[config.mk]
export PLATFORM = sky130hd
export DESIGN_NAME = obstacle_engine_flat
export DESIGN_NICKNAME = d
export VERILOG_FILES = /design/src/rtl/obstacle_engine_if.sv /design/src/rtl/obstacle_engine.sv /design/src/flat_wrapper.sv
export SDC_FILE = /design/constraint.sdc
export NUM_CORES = 1
export LEC_CHECK = 0
export ABC_AREA = 0
export CAP_MARGIN = 20
export CORE_MARGIN = 2
export CORE_UTILIZATION = 40
export CTS_CLUSTER_SIZE = 28
export DETAILED_ROUTE_END_ITERATION = 10
export PLACE_DENSITY = 0.72
export SYNTH_ARGS = -nofsm -noshare
export SYNTH_HDL_FRONTEND = slang
export SYNTH_SLANG_ARGS = --single-unit
[constraint.sdc]
create_clock -name clk -period 4.8 [get_ports clk]
set_input_delay 0.72 -clock clk [delete_from_list [all_inputs] [get_ports clk]]
set_output_delay 0.72 -clock clk [all_outputs]
set_load 0.005 [all_outputs]
[src/rtl/obstacle_engine_if.sv]
// rtl/obstacle_engine_if.sv - sequencer/renderer-facing signal bundle for obstacle_engine
interface obstacle_engine_if #(
  parameter int NUM_OBS = 4
);
  logic                   run;
  logic                   frame_tick;
  logic [2:0]             level;
  logic [9:0]             player_y;
  logic [10:0]            game_time;
  logic [10:0]            obj_count;
  logic                   playerDied;
  logic [11*NUM_OBS-1:0]  obs_x;

  modport master (
    output run, frame_tick, level, player_y,
    input  game_time, obj_count, playerDied, obs_x
  );

  modport slave (
    input  run, frame_tick, level, player_y,
    output game_time, obj_count, playerDied, obs_x
  );
endinterface

[src/rtl/obstacle_engine.sv]
// rtl/obstacle_engine.sv - scrolls obstacles per frame, counts time/passes, detects player collision
module obstacle_engine #(
  parameter int NUM_OBS         = 4,
  parameter int SCREEN_W        = 640,
  parameter int SPACING         = 160,
  parameter int FRAMES_PER_TICK = 6,
  parameter int PLAYER_X        = 64,
  parameter int PLAYER_W        = 16,
  parameter int PLAYER_H        = 24,
  parameter int OBS_W           = 16,
  parameter int OBS_H           = 20,
  parameter int GROUND_Y        = 400
) (
  input logic              clk,
  input logic              reset,
  obstacle_engine_if.slave io_bus
);

  localparam int          DIV_W   = (FRAMES_PER_TICK > 2) ? $clog2(FRAMES_PER_TICK) : 1;
  localparam int          CNT_W   = $clog2(NUM_OBS + 1);
  localparam logic [10:0] MAX_CNT = 11'd2047;

  typedef enum logic [1:0] {S_IDLE, S_PLAY, S_DEAD} state_t;

  state_t             r_state, w_state_nxt;
  logic [10:0]        r_obs [NUM_OBS];
  logic [10:0]        w_obs_nxt [NUM_OBS];
  logic [10:0]        w_moved [NUM_OBS];
  logic [10:0]        r_game_time, w_game_time_nxt;
  logic [10:0]        r_obj_count, w_obj_count_nxt;
  logic [DIV_W-1:0]   r_div, w_div_nxt;
  logic               r_died, w_died_nxt;
  logic [1:0]         w_speed;
  logic               w_hit;
  logic [CNT_W-1:0]   w_pass_cnt;
  logic [11:0]        w_oc_sum;
  logic [10:0]        w_oc_sat;
  logic [10:0]        w_gt_inc;

  function automatic logic [10:0] f_init_x(input int idx);
    return 11'(SCREEN_W - 1 + idx * SPACING);
  endfunction

  always_comb begin
    case (io_bus.level)
      3'b001:  w_speed = 2'd1;
      3'b010:  w_speed = 2'd2;
      3'b100:  w_speed = 2'd3;
      default: w_speed = 2'd0;
    endcase
  end

  // Box overlap on pre-update positions, widened to 12 bits so sums cannot wrap
  always_comb begin
    w_hit = 1'b0;
    for (int i = 0; i < NUM_OBS; i++) begin
      if (({1'b0, r_obs[i]} < 12'(PLAYER_X + PLAYER_W)) &&
          (12'(PLAYER_X) < {1'b0, r_obs[i]} + 12'(OBS_W)) &&
          ({2'b0, io_bus.player_y} < 12'(GROUND_Y)) &&
          (12'(GROUND_Y - OBS_H) < {2'b0, io_bus.player_y} + 12'(PLAYER_H)))
        w_hit = 1'b1;
    end
  end

  always_comb begin
    w_pass_cnt = '0;
    for (int i = 0; i < NUM_OBS; i++) begin
      if (r_obs[i] < {9'd0, w_speed}) begin
        w_moved[i] = r_obs[i] + 11'(NUM_OBS * SPACING) - {9'd0, w_speed};
        w_pass_cnt = w_pass_cnt + CNT_W'(1);
      end else begin
        w_moved[i] = r_obs[i] - {9'd0, w_speed};
      end
    end
    w_oc_sum = {1'b0, r_obj_count} + 12'(w_pass_cnt);
    w_oc_sat = w_oc_sum[11] ? MAX_CNT : w_oc_sum[10:0];
    w_gt_inc = (r_game_time == MAX_CNT) ? MAX_CNT : r_game_time + 11'd1;
  end

  always_comb begin
    w_state_nxt     = r_state;
    w_obs_nxt       = r_obs;
    w_game_time_nxt = r_game_time;
    w_obj_count_nxt = r_obj_count;
    w_div_nxt       = r_div;
    w_died_nxt      = 1'b0;
    case (r_state)
      S_IDLE: begin
        if (io_bus.run) w_state_nxt = S_PLAY;
      end
      S_PLAY: begin
        if (!io_bus.run) begin
          w_state_nxt     = S_IDLE;
          w_game_time_nxt = '0;
          w_obj_count_nxt = '0;
          w_div_nxt       = '0;
          for (int i = 0; i < NUM_OBS; i++) w_obs_nxt[i] = f_init_x(i);
        end else if (io_bus.frame_tick) begin
          if (w_hit) begin
            w_state_nxt = S_DEAD;
            w_died_nxt  = 1'b1;
          end else begin
            w_obs_nxt       = w_moved;
            w_obj_count_nxt = w_oc_sat;
            if (r_div == DIV_W'(FRAMES_PER_TICK - 1)) begin
              w_div_nxt       = '0;
              w_game_time_nxt = w_gt_inc;
            end else begin
              w_div_nxt = r_div + DIV_W'(1);
            end
          end
        end
      end
      S_DEAD: begin
        w_state_nxt     = io_bus.run ? S_PLAY : S_IDLE;
        w_game_time_nxt = '0;
        w_obj_count_nxt = '0;
        w_div_nxt       = '0;
        for (int i = 0; i < NUM_OBS; i++) w_obs_nxt[i] = f_init_x(i);
      end
      default: w_state_nxt = S_IDLE;
    endcase
  end

  always_ff @(posedge clk) begin
    if (reset) begin
      r_state     <= S_IDLE;
      r_game_time <= '0;
      r_obj_count <= '0;
      r_div       <= '0;
      r_died      <= 1'b0;
      for (int i = 0; i < NUM_OBS; i++) r_obs[i] <= f_init_x(i);
    end else begin
      r_state     <= w_state_nxt;
      r_game_time <= w_game_time_nxt;
      r_obj_count <= w_obj_count_nxt;
      r_div       <= w_div_nxt;
      r_died      <= w_died_nxt;
      r_obs       <= w_obs_nxt;
    end
  end

  assign io_bus.game_time  = r_game_time;
  assign io_bus.obj_count  = r_obj_count;
  assign io_bus.playerDied = r_died;

  for (genvar g = 0; g < NUM_OBS; g++) begin : g_obs_out
    assign io_bus.obs_x[11*g +: 11] = r_obs[g];
  end

endmodule

[src/flat_wrapper.sv]
// flat-port wrapper written by rule: the top's interface ports become plain ports
module obstacle_engine_flat 
#(
  parameter int NUM_OBS         = 4,
  parameter int SCREEN_W        = 640,
  parameter int SPACING         = 160,
  parameter int FRAMES_PER_TICK = 6,
  parameter int PLAYER_X        = 64,
  parameter int PLAYER_W        = 16,
  parameter int PLAYER_H        = 24,
  parameter int OBS_W           = 16,
  parameter int OBS_H           = 20,
  parameter int GROUND_Y        = 400
)
  (clk, reset, io_bus_run, io_bus_frame_tick, io_bus_level, io_bus_player_y, io_bus_game_time, io_bus_obj_count, io_bus_playerDied, io_bus_obs_x);
  obstacle_engine_if #(.NUM_OBS(NUM_OBS)) io_bus_i ();
  input logic clk;
  input logic reset;
  input wire logic [$bits(io_bus_i.run)-1:0] io_bus_run;
  input wire logic [$bits(io_bus_i.frame_tick)-1:0] io_bus_frame_tick;
  input wire logic [$bits(io_bus_i.level)-1:0] io_bus_level;
  input wire logic [$bits(io_bus_i.player_y)-1:0] io_bus_player_y;
  output wire logic [$bits(io_bus_i.game_time)-1:0] io_bus_game_time;
  output wire logic [$bits(io_bus_i.obj_count)-1:0] io_bus_obj_count;
  output wire logic [$bits(io_bus_i.playerDied)-1:0] io_bus_playerDied;
  output wire logic [$bits(io_bus_i.obs_x)-1:0] io_bus_obs_x;
  assign io_bus_i.run = io_bus_run;
  assign io_bus_i.frame_tick = io_bus_frame_tick;
  assign io_bus_i.level = io_bus_level;
  assign io_bus_i.player_y = io_bus_player_y;
  assign io_bus_game_time = io_bus_i.game_time;
  assign io_bus_obj_count = io_bus_i.obj_count;
  assign io_bus_playerDied = io_bus_i.playerDied;
  assign io_bus_obs_x = io_bus_i.obs_x;
  obstacle_engine #(.NUM_OBS(NUM_OBS), .SCREEN_W(SCREEN_W), .SPACING(SPACING), .FRAMES_PER_TICK(FRAMES_PER_TICK), .PLAYER_X(PLAYER_X), .PLAYER_W(PLAYER_W), .PLAYER_H(PLAYER_H), .OBS_W(OBS_W), .OBS_H(OBS_H), .GROUND_Y(GROUND_Y)) u_core (.clk(clk), .reset(reset), .io_bus(io_bus_i));
endmodule
==> results of run 1 <==
==> power groups by stage <==
stage / combinational (mW) / clock [mW] / sequential, mW
finish: 0.262 / 0.650 / 0.611
global route: 0.288 / 0.678 / 0.611
CTS: 0.257 / 0.659 / 0.610
detailed placement: 0.256 / 0 / 0.624
global placement: 0.255 / 0 / 0.624
floorplan: 0.172 / 0 / 0.622
==> state kept, by name, summed over array words and instances, names as in the netlist <==
name	cells
u_core.io_bus.obs_x	44
u_core.r_state	2
u_core.r_div	3
u_core.io_bus.playerDied	1
u_core.io_bus.game_time	11
u_core.io_bus.obj_count	11
==> stage by stage <==
| stage | instances | utilization (%) | setup WS (ns) | setup TNS, ns | instance area (sq um) |
|---|---|---|---|---|---|
| after floorplan | 862 | - | 0.0821 | 0 | 6880 |
| after global placement | 1168 | 48.6 | -0.258 | -1.81 | 8120 |
| after detailed placement | 1168 | 48.6 | -0.415 | -3.09 | 8120 |
| after CTS | 1185 | 50.3 | 0.00511 | 0 | 8410 |
| after global routing | 1189 | 51.0 | -0.187 | -1.31 | 8510 |
| final | 1189 | 51.0 | 0.109 | 0 | 8510 |
==> worst reg2reg max path, stage by stage (launching register included) <==
cell	delay, ns
dfxtp_1	0.50
inv_1	0.18
ha_1	0.24
nand4bb_1	0.13
nand4_1	0.13
or2_4	0.27
buf_4	0.14
inv_1	0.06
ha_1	0.14
nand2_1	0.06
o21ai_2	0.08
ha_1	0.26
nor2_2	0.09
nor2_1	0.06
ha_1	0.28
a21o_1	0.14
a21oi_2	0.08
nor4bb_2	0.41
nand2_2	0.15
buf_4	0.16
nand3_1	0.10
a21oi_2	0.07
nor3_1	0.15
==> cells by family (layout without fill, tap and decap cells) <==
family | Yosys count | in the layout | synth area share (%)
and+or+nand+nor | 275 | 275 | 21.7
AOI/OAI and AO/OA | 255 | 255 | 24.8
adders and majority gates | 117 | 117 | 22.3
buffers and inverters | 116 | 223 | 6.75
DFF | 72 | 72 | 21.0
xor gates and xnor gates | 25 | 25 | 3.18
muxes | 2 | 2 | 0.309
==> worst min path at each step <==
| stage | slack, ns | end | cells after the start |
|---|---|---|---|
| floorplan | 0.46 | u_core.r_div[2] | 2 |
| global placement | 0.47 | u_core.r_div[2] | 2 |
| detailed placement | 0.49 | u_core.r_div[2] | 2 |
| CTS | 0.50 | u_core.r_div[2] | 2 |
| global route | 0.53 | u_core.r_div[2] | 2 |
| finish | 0.49 | u_core.r_div[2] | 2 |
==> per-layer routing <==
metal | vias up | part of all wire, %
li1 | 3348 | -
met1 | 3204 | 47
met2 | 202 | 46
met3 | 29 | 5.5
met4 | 0 | 2.0
met5 | - | 0
==> final cells by class <==
cell class | instances | area [sq um]
inverter | 81 | 304
tap | 220 | 275
clock inverter | 3 | 17.5
clock buffer | 12 | 256
multi-input combinational | 674 | 5040
timing repair buffer | 127 | 1170
fill | 1585 | 8190
sequential | 72 | 1440
==> Yosys cell counts, types with 5 or more instances <==
cell type	number
ha_1	108
inv_1	80
dfxtp_1	72
nor2_1	64
a21oi_1	62
o21ai_0	54
nand2_1	43
nand3_1	36
nor3_1	25
clkbuf_1	22
o31ai_1	18
a31oi_1	16
and3_1	16
nand2b_1	15
nor2b_1	15
xnor2_1	14
o211ai_1	12
xor2_1	11
fa_1	9
nand4_1	9
buf_2	8
nor3b_1	8
a2111oi_0	7
or2_2	7
a32oi_1	6
nor4_1	6
o2111ai_1	6
nand3b_1	5
nand4bb_1	5
o21a_1	5
o21ai_1	5
o21bai_1	5
o32ai_1	5
==> timing repair <==
item	in CTS	in global routing
pin swaps	2	12
endpoints found under the setup margin	1	11
setup buffers	2	4
resized for setup	0	21
cloned	0	0
hold buffers	0	0
==> results.toml, run 1 <==
[worst_setup_path]
max_stage_delay_ns = 0.49
r2r_end = "u_core.io_bus.obj_count[8]"
crit_path_end_kind = "flop"
critPathKind = "in -> reg"
crit_arrival_ns = 4.96
path_delay_family = "simple AND/OR/NAND/NOR gates"
ff2ff_path_depth = 22
worstPathMaxFanout = 5
cp-endpoint = "u_core.io_bus.obj_count[8]"
cp.buffers_inverters = 4
reg2reg_slack_ns = 0.85
startpoint_type = "input port"
required_ns = 5.07
r2r-start = "u_core.io_bus.obs_x[4]"
startpoint = "io_bus_level[1]"
crit_cells = 23
path_cells = "clkdlybuf4s50_1, xor2_1, nand2b_1, buf_4, buf_4, ha_1, or3b_2, nand4_1, or2_4, nand2_1, o21ai_2, ha_1, nor2_2, nor2_1, ha_1, a21o_1, a21oi_2, nor4bb_2, nand2_2, buf_4, nand3_1, a21oi_2, nor3_1"
critPathSlowestCell = "clkdlybuf4s50_1"

[sta]
skew_ns = 0.00811
hold_viol = 0
fin_crit_ns = 4.69
hold_ws_ns = 0.493
timing.slew.headroom_pct = 45.9
period_share_pct = 97.7
max_freq_ghz = 0.213
rsz0062_at_grt = "true"
worstMarginPinSlew_ns = 0.801
slew_viol_final = 0
setup_viol = 0

[logic_synthesis]
synthCells = 862
synthArstFlopShare_pct = 0
synth_seq_area_share_pct = 21.0
avgSynthCellArea_sq_um = 7.98
synth.top_cells.by_area = "dfxtp_1 (21%), ha_1 (20%), a21oi_1 (4.5%), inv_1 (4.4%), o21ai_0 (3.9%)"
yosysTopAreaCell = "dfxtp_1"
synth_cell_types = 77
synthesis.nets = 996
synth_edf_count = 0
ys_ff_latch = 72
yosys_warnings = 0
netlist_area_sq_um = 6880
synth_top_area_share_pct = 21.0
synth_ff_type = "dfxtp_1"

[drt]
ant_nets = 0
drt-vias-per-instance = 5.70
drtIter0Drc = 470
routedWlPerCell_microns = 16.3
drc = 0
vias = 6783
routed_wl_microns = 19300
dr.pass1.iters = 6

[global_routing]
grt.met2_usage_pct = 33.5
grt_use_total_pct = 21.1
grt_max_degree = 48
grt_pass1_wl_microns = 31200
antenna_found_initial = 0
met1_usage_pct = 28.8
busiest_layer = "met2"
met3_usage_pct = 3.19
grt_pass1_vias = 6250
grt_overflow = 0

[finish]
drive_gt1_share_pct = 10.1
diodes = 0
area_growth_pct = 23.8
nets = 1099
most-common-layout-cells = "ha_1 (106), clkdlybuf4s50_1 (81), inv_1 (80)"
final_common_cell = "ha_1"

[floorplan]
fp-row-count = 47
initial_core_util_pct = 41.2
die_x_microns = 135
pin_count = 84
die_area_sq_um = 18300
fp.dieH_microns = 135
core_sq_um = 16700

[placement]
gp_congestion = 0.924
hpwl_microns = 13600
io_buffers = 83

[hold_path]
min_from = "u_core.r_div[2]"
hold_path_class = "reg -> reg"

[power]
p_sw_mw = 0.446
p_per_area_nw_per_um2 = 179
pwr-share-clk_pct = 42.7
leakage_nw = 3.63
p_int_mw = 1.08
finalPower_mw = 1.52
peakVddDrop_uv = 189
seqPwrFrac_pct = 40.1
swShare_pct = 29.3
comb_power_share_pct = 17.2

[cts]
clockBufferDepth = 2
cts_tree = "built"
clockRootBuffer = "clkbuf_16"
clkLatencyLatePin_ns = 0.35
numCtsBuffers = 9
path_clk_slew_ns = 0.06
htree_levels = 3
clock_sinks = 72

[run_status]
status = "finished clean"

[job]
maxCapViolations = 0
(Power assumes the default switching activity.)
==> run 2, diff against run 1 <==
--- a/config.mk
+++ b/config.mk
@@ -12,6 +12,7 @@
 export CTS_CLUSTER_SIZE = 28
 export DETAILED_ROUTE_END_ITERATION = 10
 export PLACE_DENSITY = 0.72
+export REMOVE_ABC_BUFFERS = 1
 export SYNTH_ARGS = -nofsm -noshare
 export SYNTH_HDL_FRONTEND = slang
 export SYNTH_SLANG_ARGS = --single-unit
==> results.toml, run 2 (synthesis results as in run 1) <==
[worst_setup_path]
path_common_cell = "ha_1"
critPathSlowestCell = "clkdlybuf4s50_1"
critPathKind = "in -> reg"
startpoint_type = "input port"
crit_arrival_ns = 4.83
reg2reg_slack_ns = 0.79
crit_path_end_kind = "flop"
max_stage_delay_ns = 0.49
r2r_end = "u_core.io_bus.obj_count[7]"
worstPathMaxFanout = 5
ff2ff_path_depth = 22
required_ns = 5.07
r2r-start = "u_core.io_bus.obs_x[4]"

[cts]
clkLatencyLatePin_ns = 0.35
cts_tree = "built"
postCtsHoldBufs = 0
clockRootBuffer = "clkbuf_16"
path_clk_slew_ns = 0.07
clockBufferDepth = 2
clock_sinks = 72
numCtsBuffers = 9
htree_levels = 3

[drt]
drc = 0
ant_nets = 0
drtIter0Drc = 494
vias = 6755
routedWlPerCell_microns = 16.2
dr.pass1.iters = 5
drt-vias-per-instance = 5.68
routed_wl_microns = 19300

[power]
p_per_area_nw_per_um2 = 181
p_int_mw = 1.06
pwr-share-clk_pct = 43.6
seqPwrFrac_pct = 39.4
p_sw_mw = 0.484
comb_power_share_pct = 17.0
peakVddDrop_uv = 161
leakage_nw = 3.63
swShare_pct = 31.2

[finish]
area_growth_pct = 24.2
largest_reg_flops = 44
fin_cells = 1190
diodes = 0
most-common-layout-cells = "ha_1 (105), clkdlybuf4s50_1 (82), inv_1 (80)"
final_common_cell = "ha_1"
nets = 1099
drive_gt1_share_pct = 10.6

[global_routing]
antenna_found_initial = 0
grt_pass1_vias = 6295
grt_use_total_pct = 21.2
grt_overflow = 0
grt_max_degree = 38
grt_pass1_wl_microns = 31400

[hold_path]
hold_path_class = "reg -> reg"
min_to = "u_core.r_div[2]"
hold_depth = 2
min_from = "u_core.r_div[2]"

[floorplan]
core_sq_um = 16700
die_x_microns = 135
fp-row-count = 47
fp.dieH_microns = 135
initial_core_util_pct = 41.2
pin_count = 84
die_area_sq_um = 18300

[sta]
setup_tns_ns = 0
timing.slew.headroom_pct = 53.4
max_freq_ghz = 0.219
slew_viol_final = 0
worstMarginPinSlew_ns = 0.693
setup_viol = 0
skew_ns = 0.00817
fin_crit_ns = 4.56
final.setup.worst_slack_ns = 0.241
period_share_pct = 95.0
hold_viol = 0

[placement]
io_buffers = 83
place_ws_ns = -0.345
dp_cells = 1172
gp_congestion = 0.947
hpwl_microns = 13700

[run_status]
status = "finished clean"

[job]
maxCapViolations = 0
[run 2: cell types whose count changed in the layout (fill, tap and decap cells not counted), moves of 2 or more]
cell	change
inv_6	+3
clkinv_2	-2
clkbuf_8	-2
clkinv_4	+2
[run 2: through the flow]
step	util [%]	hold slack [ns]	instance area, sq um	total power [mW]
2_1_floorplan	-	0.452	6720	0.772
4_1_cts	50.5	0.498	8440	1.55
3_3_place_gp	48.8	0.473	8150	0.877
6_report	51.1	0.496	8540	1.55
5_1_grt	51.1	0.519	8540	1.61
3_5_place_dp	48.8	0.484	8150	0.880
[run 2: repair_timing]
| item | 4_1_cts | 5_1_grt |
|---|---|---|
| resized for setup | 1 | 21 |
| buffers inserted | 0 | 2 |
| endpoints found under the hold margin | 0 | 0 |
| setup endpoints to repair | 2 | 11 |
| pin swaps | 0 | 12 |
[run 2: how the worst max path moves through the flow]
stage / slack [ns] / depth (start not counted) / to / startpoint
after global placement: -0.17 / 23 / u_core.io_bus.obj_count[1] / io_bus_level[1]
after global routing: -0.07 / 26 / u_core.io_bus.obj_count[1] / io_bus_level[2]
final: 0.24 / 26 / u_core.io_bus.obj_count[7] / io_bus_level[2]
after CTS: 0.05 / 22 / u_core.io_bus.obj_count[6] / io_bus_level[2]
after floorplan: 0.20 / 23 / u_core.io_bus.obj_count[6] / io_bus_level[1]
after detailed placement: -0.34 / 23 / u_core.io_bus.obj_count[1] / io_bus_level[1]
[run 2: critical path, delay by kind of cell]
| kind | cells | cell delay [ns] |
|---|---|---|
| AO/OA/AOI/OAI | 5 | 0.78 |
| XOR/XNOR | 1 | 0.16 |
| adder cells (fa/ha/maj) | 5 | 1.02 |
| buffers and inverters | 5 | 0.89 |
| AND/OR/NAND/NOR | 10 | 1.26 |
[run 2: power groups by stage]
stage,Clock (mW),Combinational [mW],Sequential [mW]
after floorplan,0,0.150,0.622
after global placement,0,0.254,0.623
after detailed placement,0,0.257,0.623
after CTS,0.685,0.259,0.610
after global routing,0.707,0.290,0.611
final,0.675,0.264,0.610
[run 2: layout make-up]
type	count	area (sq um)
Tap cell	220	275
Clock buffer	9	225
Inverter	81	304
Fill cell	1633	8160
Multi-Input combinational cell	674	5060
Timing Repair Buffer	127	1170
Clock inverter	7	62.6
Sequential cell	72	1440
[run 2: per-layer routing]
metal,vias up,share of wire (%),routed length [microns],GRT usage [%]
met3,28,5.1,981,2.74
li1,3344,-,-,-
met4,0,2.0,381,7.47
met5,-,0,0,0
met1,3210,48,9200,29.4
met2,173,45,8760,33.9
==> run 3, diff against run 2 <==
--- a/config.mk
+++ b/config.mk
@@ -5,13 +5,13 @@
 export SDC_FILE = /design/constraint.sdc
 export NUM_CORES = 1
 export LEC_CHECK = 0
-export ABC_AREA = 0
+export ABC_AREA = 1
 export CAP_MARGIN = 20
 export CORE_MARGIN = 2
 export CORE_UTILIZATION = 40
 export CTS_CLUSTER_SIZE = 28
 export DETAILED_ROUTE_END_ITERATION = 10
-export PLACE_DENSITY = 0.72
+export PLACE_DENSITY = 0.71
 export REMOVE_ABC_BUFFERS = 1
 export SYNTH_ARGS = -nofsm -noshare
 export SYNTH_HDL_FRONTEND = slang
==> results.toml, run 3 <==
[run_status]
status = "complete, but fails checks"
violations = "design-rule violations"

[finish]
nets = 1390
drive_gt1_share_pct = 8.64
most-common-layout-cells = "nand2_1 (313), inv_1 (143), ha_1 (105)"
fin_area_sq_um = 9140
area_growth_pct = 23.2
fill_cells = 1762
largest_reg_flops = 44
diodes = 0
final_common_cell = "nand2_1"

[sta]
setup_viol = 0
setup_tns_ns = 0
timing.slew.headroom_pct = 47.8
max_freq_ghz = 0.227
hold_viol = 0
final.setup.worst_slack_ns = 0.388
slew_viol_final = 0
worstMarginPinSlew_ns = 0.782
skew_ns = 0.00636
fin_crit_ns = 4.41
rsz0062_at_grt = "false"
period_share_pct = 91.9

[logic_synthesis]
synthCells = 1148
synth.most_common_cell = "nand2_1"
ys_ff_latch = 72
synth_top_area_share_pct = 19.4
yosys_warnings = 0
synth_seq_area_share_pct = 19.4
synth_edf_count = 0
yosysTopAreaCell = "dfxtp_1"
avgSynthCellArea_sq_um = 6.46
synth_cell_types = 39
synth_commonest_cells = "nand2_1 (318), inv_1 (145), ha_1 (108), nand3_1 (104), a21oi_1 (94)"
synth_ff_type = "dfxtp_1"
synth.top_cells.by_area = "dfxtp_1 (19%), ha_1 (18%), nand2_1 (16%), inv_1 (7.3%), nand3_1 (7.0%)"
synthArstFlopShare_pct = 0
netlist_area_sq_um = 7410

[placement]
io_buffers = 83
hpwl_microns = 14700
place_ws_ns = -0.677
placed_area_sq_um = 8710
gp_congestion = 0.877

[worst_setup_path]
startpoint_type = "input port"
max_stage_delay_ns = 0.37
critPathKind = "in -> reg"
crit_arrival_ns = 4.69
path_common_cell = "inv_1"
worstPathMaxFanout = 3
crit_path_end_kind = "flop"
critPathSlowestCell = "fa_2"
ff2ff_path_depth = 21
required_ns = 5.08

[drt]
drtIter0Drc = 454
ant_nets = 0
drc = 2
routed_wl_microns = 20500
routedWlPerCell_microns = 13.8
dr.pass1.iters = 10
drt-vias-per-instance = 5.15
vias = 7667

[cts]
clockRootBuffer = "clkbuf_16"
clock_sinks = 72
numCtsBuffers = 9
clockBufferDepth = 2
path_clk_slew_ns = 0.06
cts_tree = "built"
clkLatencyLatePin_ns = 0.35
htree_levels = 3

[hold_path]
hold_depth = 2
hold_path_class = "reg -> reg"

[floorplan]
fp.dieH_microns = 140
pin_count = 84
die_area_sq_um = 19600
initial_core_util_pct = 41.0
fp-row-count = 49
core_sq_um = 18100
die_x_microns = 140

[global_routing]
grt_pass1_vias = 7375
antenna_found_initial = 0
grt_pass1_wl_microns = 34500
grt_overflow = 0
grt_max_degree = 55
grt_use_total_pct = 21.2

[power]
leakage_nw = 4.44
peakVddDrop_uv = 171
p_per_area_nw_per_um2 = 245

[job]
maxCapViolations = 0
run 3: where the power goes:
part	leakage, nW	internal, mW	switching [mW]
logic	3.70	0.308	0.435
clock network	0.162	0.509	0.296
registers	0.586	0.632	0.0563
total	4.44	1.45	0.787
run 3: cell families after synthesis:
logic type | share of synthesized area, %
and+or+nand+nor | 33.4
buffers and inverters | 10.0
AOI/OAI and AO/OA | 11.3
adders and majority gates | 20.7
DFF | 19.4
xor gates and xnor gates | 5.20
run 3: cell type report:
cell class | instances | area [sq um] | share of cell area, %
multi-input combinational | 888 | 5290 | 57.9
timing repair buffer | 131 | 1200 | 13.1
clock inverter | 7 | 119 | 1.30
sequential | 72 | 1440 | 15.8
clock buffer | 9 | 225 | 2.46
inverter | 154 | 578 | 6.33
tap | 229 | 287 | 3.14
run 3: critical path: cells and delay by family:
family / cells / cell delay, ns
adders and majority gates: 5 / 1.29
and+or+nand+nor: 11 / 1.44
AOI/OAI and AO/OA: 4 / 0.64
buffers and inverters: 7 / 0.60
run 3: metal layers:
metal / vias to the layer above / GRT usage [%] / routed length (microns)
met1: 3526 / 26.9 / 9450
met5: - / 0 / 0
met2: 169 / 35.5 / 9630
met4: 0 / 8.67 / 578
met3: 43 / 3.73 / 842
li1: 3929 / - / -
run 3: worst paths after layout:
path / start / end / slack, ns
worst min-delay path: u_core.io_bus.game_time[10] / u_core.io_bus.game_time[10] / 0.49
worst max register to register: u_core.io_bus.obs_x[15] / u_core.io_bus.obj_count[6] / 0.94
worst max-delay path: io_bus_level[0] / u_core.io_bus.obj_count[6] / 0.39
worst min register to register: u_core.io_bus.game_time[10] / u_core.io_bus.game_time[10] / 0.49
run 3: what timing repair did:
action	4_1_cts	5_1_grt
endpoints found under the setup margin	5	11
pin swaps	9	12
hold buffers	0	0
setup buffers	1	2
resized for setup	11	17
run 3: per-stage QoR:
step                hold WS [ns]  power, mW  instances  utilization [%]
global route               0.535       2.38       1490             50.5
detailed placement         0.491       1.43       1471             48.2
global placement           0.473       1.42       1471             48.2
finish                     0.488       2.24       1490             50.5
floorplan                  0.464       1.18       1114                -
CTS                        0.503       2.24       1488             50.2
